--- src/rtl/servo_pkg.sv ---
// servo_pkg: shared state type, DAC rails and saturating add for the servo output path
package servo_pkg;
  localparam int DW = 16;
  localparam logic signed [DW-1:0] DAC_MAX = 16'sh7FFF;
  localparam logic signed [DW-1:0] DAC_MIN = -16'sh8000;
  typedef enum logic [1:0] {IDLE, TRACK, HOLD} out_state_t;
  function automatic logic signed [DW-1:0] sat_add(input logic signed [DW-1:0] a, input logic signed [DW-1:0] b);
    logic signed [DW:0] s;
    s = {a[DW-1], a} + {b[DW-1], b};
    return (s[DW] != s[DW-1]) ? (s[DW] ? DAC_MIN : DAC_MAX) : s[DW-1:0];
  endfunction
endpackage

--- src/rtl/slew_limiter.sv ---
// slew_limiter: output register that moves toward its target by at most step per enabled cycle
module slew_limiter #(
  parameter int WIDTH = 16
) (
  input  logic                    clk_in,
  input  logic                    rst_in,
  input  logic signed [WIDTH-1:0] target_in,
  input  logic [WIDTH-1:0]        step_in,
  input  logic                    enable_in,
  input  logic                    hold_in,
  output logic signed [WIDTH-1:0] value_out
);
  logic signed [WIDTH-1:0] out_q, out_d;
  logic signed [WIDTH+1:0] cur_w, step_w, delta_w, mag_w, stepped_w;
  logic limit_w;
  // two guard bits keep delta exact across the full signed range
  always_comb begin
    cur_w = {{2{out_q[WIDTH-1]}}, out_q};
    step_w = {2'b00, step_in};
    delta_w = {{2{target_in[WIDTH-1]}}, target_in} - cur_w;
    mag_w = delta_w[WIDTH+1] ? -delta_w : delta_w;
    limit_w = (step_in != '0) && (mag_w > step_w);
    stepped_w = delta_w[WIDTH+1] ? cur_w - step_w : cur_w + step_w;
    out_d = hold_in ? out_q : limit_w ? stepped_w[WIDTH-1:0] : target_in;
  end
  always_ff @(posedge clk_in or posedge rst_in)
    if (rst_in) out_q <= '0;
    else if (enable_in) out_q <= out_d;
  assign value_out = out_q;
endmodule

--- src/rtl/servo_output_stage.sv ---
// servo_output_stage: saturating sum, window clamp, slew limit, bumpless hold and rail alarm ahead of the DAC
module servo_output_stage
  import servo_pkg::*;
#(
  parameter int WIDTH = DW,
  parameter int RAIL_CNT_W = 24
) (
  input  logic                  clk_in,
  input  logic                  rst_in,
  input  logic [WIDTH-1:0]      sweep_in,
  input  logic [WIDTH-1:0]      servo_in,
  input  logic                  valid_in,
  input  logic                  hold_in,
  input  logic [WIDTH-1:0]      max_in,
  input  logic [WIDTH-1:0]      min_in,
  input  logic [WIDTH-1:0]      slew_in,
  input  logic [RAIL_CNT_W-1:0] rail_limit_in,
  output logic [WIDTH-1:0]      dac_out,
  output logic                  valid_out,
  output logic                  sat_out,
  output logic                  cfg_err_out,
  output logic                  rail_alarm_out,
  output logic [RAIL_CNT_W-1:0] rail_count_out
);
  out_state_t state_q, state_d;
  logic signed [WIDTH:0] sum_w;
  logic signed [WIDTH-1:0] mx_w, mn_w, sa_w, clamp_w, dac_w, target_w, tgt_q;
  logic cfg_w, sat_w, hold_w;
  logic v1_q, sat1_q, cfg1_q;
  logic [WIDTH-1:0] slew1_q;
  logic [RAIL_CNT_W-1:0] lim1_q, cnt_q, cnt_d;
  logic valid_q, sat_q, cfg_q, alarm_q;
  always_comb begin
    mx_w = $signed(max_in);
    mn_w = $signed(min_in);
    sum_w = $signed({sweep_in[WIDTH-1], sweep_in}) + $signed({servo_in[WIDTH-1], servo_in});
    sa_w = sat_add($signed(sweep_in), $signed(servo_in));
    clamp_w = (sa_w > mx_w) ? mx_w : (sa_w < mn_w) ? mn_w : sa_w;
    cfg_w = mn_w > mx_w;
    sat_w = cfg_w || ({clamp_w[WIDTH-1], clamp_w} != sum_w);
    state_d = hold_in ? HOLD : TRACK;
    hold_w = state_q == HOLD;
    // an inverted window resolves to the live output, so the sample cannot move it
    target_w = cfg1_q ? dac_w : tgt_q;
    cnt_d = hold_w ? cnt_q : !sat1_q ? '0 : (&cnt_q) ? cnt_q : cnt_q + 1'b1;
  end
  // stage 1 and the state register advance together on each accepted sample
  always_ff @(posedge clk_in or posedge rst_in)
    if (rst_in) begin
      state_q <= IDLE;
      v1_q <= 1'b0;
      tgt_q <= '0;
      sat1_q <= 1'b0;
      cfg1_q <= 1'b0;
      slew1_q <= '0;
      lim1_q <= '0;
    end else begin
      v1_q <= valid_in;
      if (valid_in) begin
        state_q <= state_d;
        tgt_q <= clamp_w;
        sat1_q <= sat_w;
        cfg1_q <= cfg_w;
        slew1_q <= slew_in;
        lim1_q <= rail_limit_in;
      end
    end
  slew_limiter #(.WIDTH(WIDTH)) u_slew (
    .clk_in(clk_in),
    .rst_in(rst_in),
    .target_in(target_w),
    .step_in(slew1_q),
    .enable_in(v1_q),
    .hold_in(hold_w),
    .value_out(dac_w)
  );
  always_ff @(posedge clk_in or posedge rst_in)
    if (rst_in) begin
      valid_q <= 1'b0;
      sat_q <= 1'b0;
      cfg_q <= 1'b0;
      cnt_q <= '0;
      alarm_q <= 1'b0;
    end else begin
      valid_q <= v1_q;
      if (v1_q) begin
        sat_q <= sat1_q;
        cfg_q <= cfg1_q;
        cnt_q <= cnt_d;
        alarm_q <= (lim1_q != '0) && (cnt_d >= lim1_q);
      end
    end
  assign dac_out = dac_w;
  assign valid_out = valid_q;
  assign sat_out = sat_q;
  assign cfg_err_out = cfg_q;
  assign rail_alarm_out = alarm_q;
  assign rail_count_out = cnt_q;
endmodule

--- config.mk ---
export PLATFORM = sky130hd
export DESIGN_NAME = servo_output_stage
export DESIGN_NICKNAME = d
export VERILOG_FILES = /design/src/rtl/servo_pkg.sv /design/src/rtl/slew_limiter.sv /design/src/rtl/servo_output_stage.sv
export SDC_FILE = /design/constraint.sdc
export NUM_CORES = 1
export LEC_CHECK = 0
export CAP_MARGIN = 20
export CORE_AREA = 2 2 171 173
export DETAILED_ROUTE_END_ITERATION = 8
export DIE_AREA = 0 0 173 175
export PLACE_DENSITY = 0.58
export SETUP_SLACK_MARGIN = 0.15
export SKIP_CTS_REPAIR_TIMING = 1
export SYNTH_ARGS = -nofsm -noshare
export SYNTH_HDL_FRONTEND = slang
export SYNTH_HIERARCHICAL = 1
export SYNTH_SLANG_ARGS = --single-unit
export TNS_END_PERCENT = 100
--- constraint.sdc ---
create_clock -name clk_in -period 6.3 [get_ports clk_in]
set_input_delay 1.89 -clock clk_in [delete_from_list [all_inputs] [get_ports clk_in]]
set_output_delay 1.89 -clock clk_in [all_outputs]
set_load 0.01 [all_outputs]
==> reports/results.ini <==
[yosys]
synth_top_cell_area_share=0.233
synthCells=1390
yosysMostFrequentCell=ha_1
ys.flop_type=dfrtp_1
synth_fp_nets=1640
syn-mean-instance-area_um2=8.11
syn-cell-area_um2=11300
async_flop_share=1.00
yosysSeqAreaShare=0.233
synth_cell_type_count=83
synth.largest_area_cell=dfrtp_1
synth-seq-cells=105
synth_edf_count=0
ys.warnings.count=6
ys_top_cells_by_count=139 x ha_1, 133 x nor2_1, 114 x inv_1
synth_area_leaders=dfrtp_1 23%, ha_1 15%, mux2_2 5.4%

[sta]
period_share=1.03
tightest_slew_ns=1.07
setup_violations=5
fmax_mhz=154
fin_ws_ns=-0.196
slew_violations=0
hold_viol=0
skew_ns=0.00984
maxSlewHeadroom=0.278
fin_crit_ns=6.50
rsz0062_at_grt=true

[detailed_routing]
route.met2.wl_um=17500
totalWireLength_um=37400
vias_per_cell=5.45
drt_iter0_markers=642
wire_per_inst_um=18.2
top_layer=met5
first_pass_iters=5
dr_total_vias=11200
drt-met1-wl_um=17300
drc_errors=0
ant_nets=0
wl_met3_um=1560

[power]
powerDensity_nw_per_um2=600
p_clk_frac=0.062
internal_power_mw=4.50
power_switching_share=0.511
p_leak_nw=6.98
power_mw=9.20
ir_drop_mv=0.384
combPwrFrac=0.828
seqPwrFrac=0.109
switchingPower_mw=4.70

[clock_network]
cts_inserted_buffers=9
clkSinkCount=105
root_buffer=clkbuf_16
h-tree-depth=3
clk_latency_ns=0.36
cts_tree=done
clk_pin_slew_ns=0.08
clk_path_buf_depth=2

[global_route]
grt_pass1_vias=10800
grt_first_pass_wirelength_um=57600
grtUsageTotal=0.238
grt_overflow=0
antenna_found_initial=2
grt_max_degree=80

[worst_setup_path]
crit_slowest_cell=or4_4
crit_type=in -> reg
worstSetupStartpointType=primary input
crit_family=compound AO/OA/AOI/OAI gates
path_max_fanout=7
end_kind=flop
cp_common_cell=ha_4
cp.arrival_ns=6.71
crit_buf_inv=5
slowest_delay_ns=0.56
cp.required_ns=6.52

[place]
placedCellCount=2014
place.gp.congestion=0.937
dp_hpwl_um=30400
io_buffer_count=151

[finish]
final_cells=2055
area_growth_pct=36.1
fin_nets=1916
num_antenna_cells=0
drive_above_1_share=0.221

[outcome]
outcome=finished with violations
violations=setup timing

[floorplan]
die_w_um=173
die-area_um2=30300
ios=152
fp-row-count=62
core-area_um2=28400
start_util=0.397
die_y_um=175

[job]
max_cap_viol_count=0

[min_path]
holdCritPathClass=reg -> reg

-- placed cells by master (no fill, tap or decap), drive strengths merged, types with 31 or more instances in the layout --
cell	n
nand2	97
nand4	35
mux2	54
nor3	31
dfrtp	105
xnor2	65
o21ai	104
xor2	35
inv	117
ha	139
buf	165
a21o	40
a21oi	79
nor2	134
clkdlybuf4s50	126
nand3	39
-- logic make-up after synthesis --
logic type / after synthesis / synth area share
and+or+nand+nor: 435 / 0.189
DFF: 105 / 0.233
adders and majority gates: 142 / 0.160
xor gates and xnor gates: 100 / 0.0777
buffers and inverters: 165 / 0.0564
muxes: 60 / 0.0593
AOI/OAI and AO/OA: 383 / 0.225
-- path summary, 6_finish.rpt --
path,slack [ns],start,to,cells past startpoint
max reg2reg,0.53,cfg1_q$_DFFE_PP0P_,u_slew/value_out[12]$_DFFE_PP0P_,21
max,-0.20,sweep_in[0],sat1_q$_DFFE_PP0P_,25
max in group asynchronous,3.28,rst_in,lim1_q[4]$_DFFE_PP0P_,3
min reg2reg,0.50,state_q[1]$_DFFE_PP0P_,state_q[1]$_DFFE_PP0P_,1
min,0.50,state_q[1]$_DFFE_PP0P_,state_q[1]$_DFFE_PP0P_,1
min in group asynchronous,2.00,rst_in,tgt_q[5]$_DFFE_PP0P_,2
-- area by class of cell --
| cell class | instances | area, um^2 |
|---|---|---|
| multi-input cells | 1120 | 8680 |
| repair buffers | 314 | 2820 |
| clock buffers | 11 | 253 |
| inverters | 116 | 440 |
| clock inverters | 5 | 38.8 |
| fillers | 2687 | 13000 |
| flip-flops and latches | 105 | 2630 |
| well taps | 384 | 480 |
-- power groups by stage --
stage                     clock (mW)  combinational, mW  sequential [mW]
final                          0.575               7.62             1.01
after global routing           0.612               8.39             1.03
after CTS                      0.592               7.27             1.01
after detailed placement           0               7.23             1.02
after global placement             0               7.13             1.02
after floorplan                    0               5.25            0.984
-- metal layers --
layer  up-vias  track usage
met2       275        0.396
met1      5261        0.322
li1       5596            -
met3        60       0.0285
met4         4       0.0798
met5         -            0
-- flip-flops by register name, summed over array words and instances, names as in the netlist --
name              flops
sat1_q                1
valid_out             1
tgt_q                16
state_q               2
lim1_q               24
cfg1_q                1
u_slew/value_out     16
rail_alarm_out        1
sat_out               1
cfg_err_out           1
rail_count_out       24
slew1_q              16
v1_q                  1
-- stage by stage --
stage / util / instance area [um^2] / setup WS (ns) / hold slack, ns / setup TNS [ns]
after floorplan: - / 11500 / -0.476 / 0.386 / -1.30
after global placement: 0.503 / 14300 / -1.01 / 0.482 / -11.16
after detailed placement: 0.504 / 14300 / -1.22 / 0.489 / -13.05
after CTS: 0.514 / 14600 / -0.792 / 0.508 / -6.56
after global routing: 0.540 / 15300 / -0.411 / 0.523 / -2.18
final: 0.540 / 15300 / -0.196 / 0.502 / -0.404
Power figures use the tool's default switching activity.
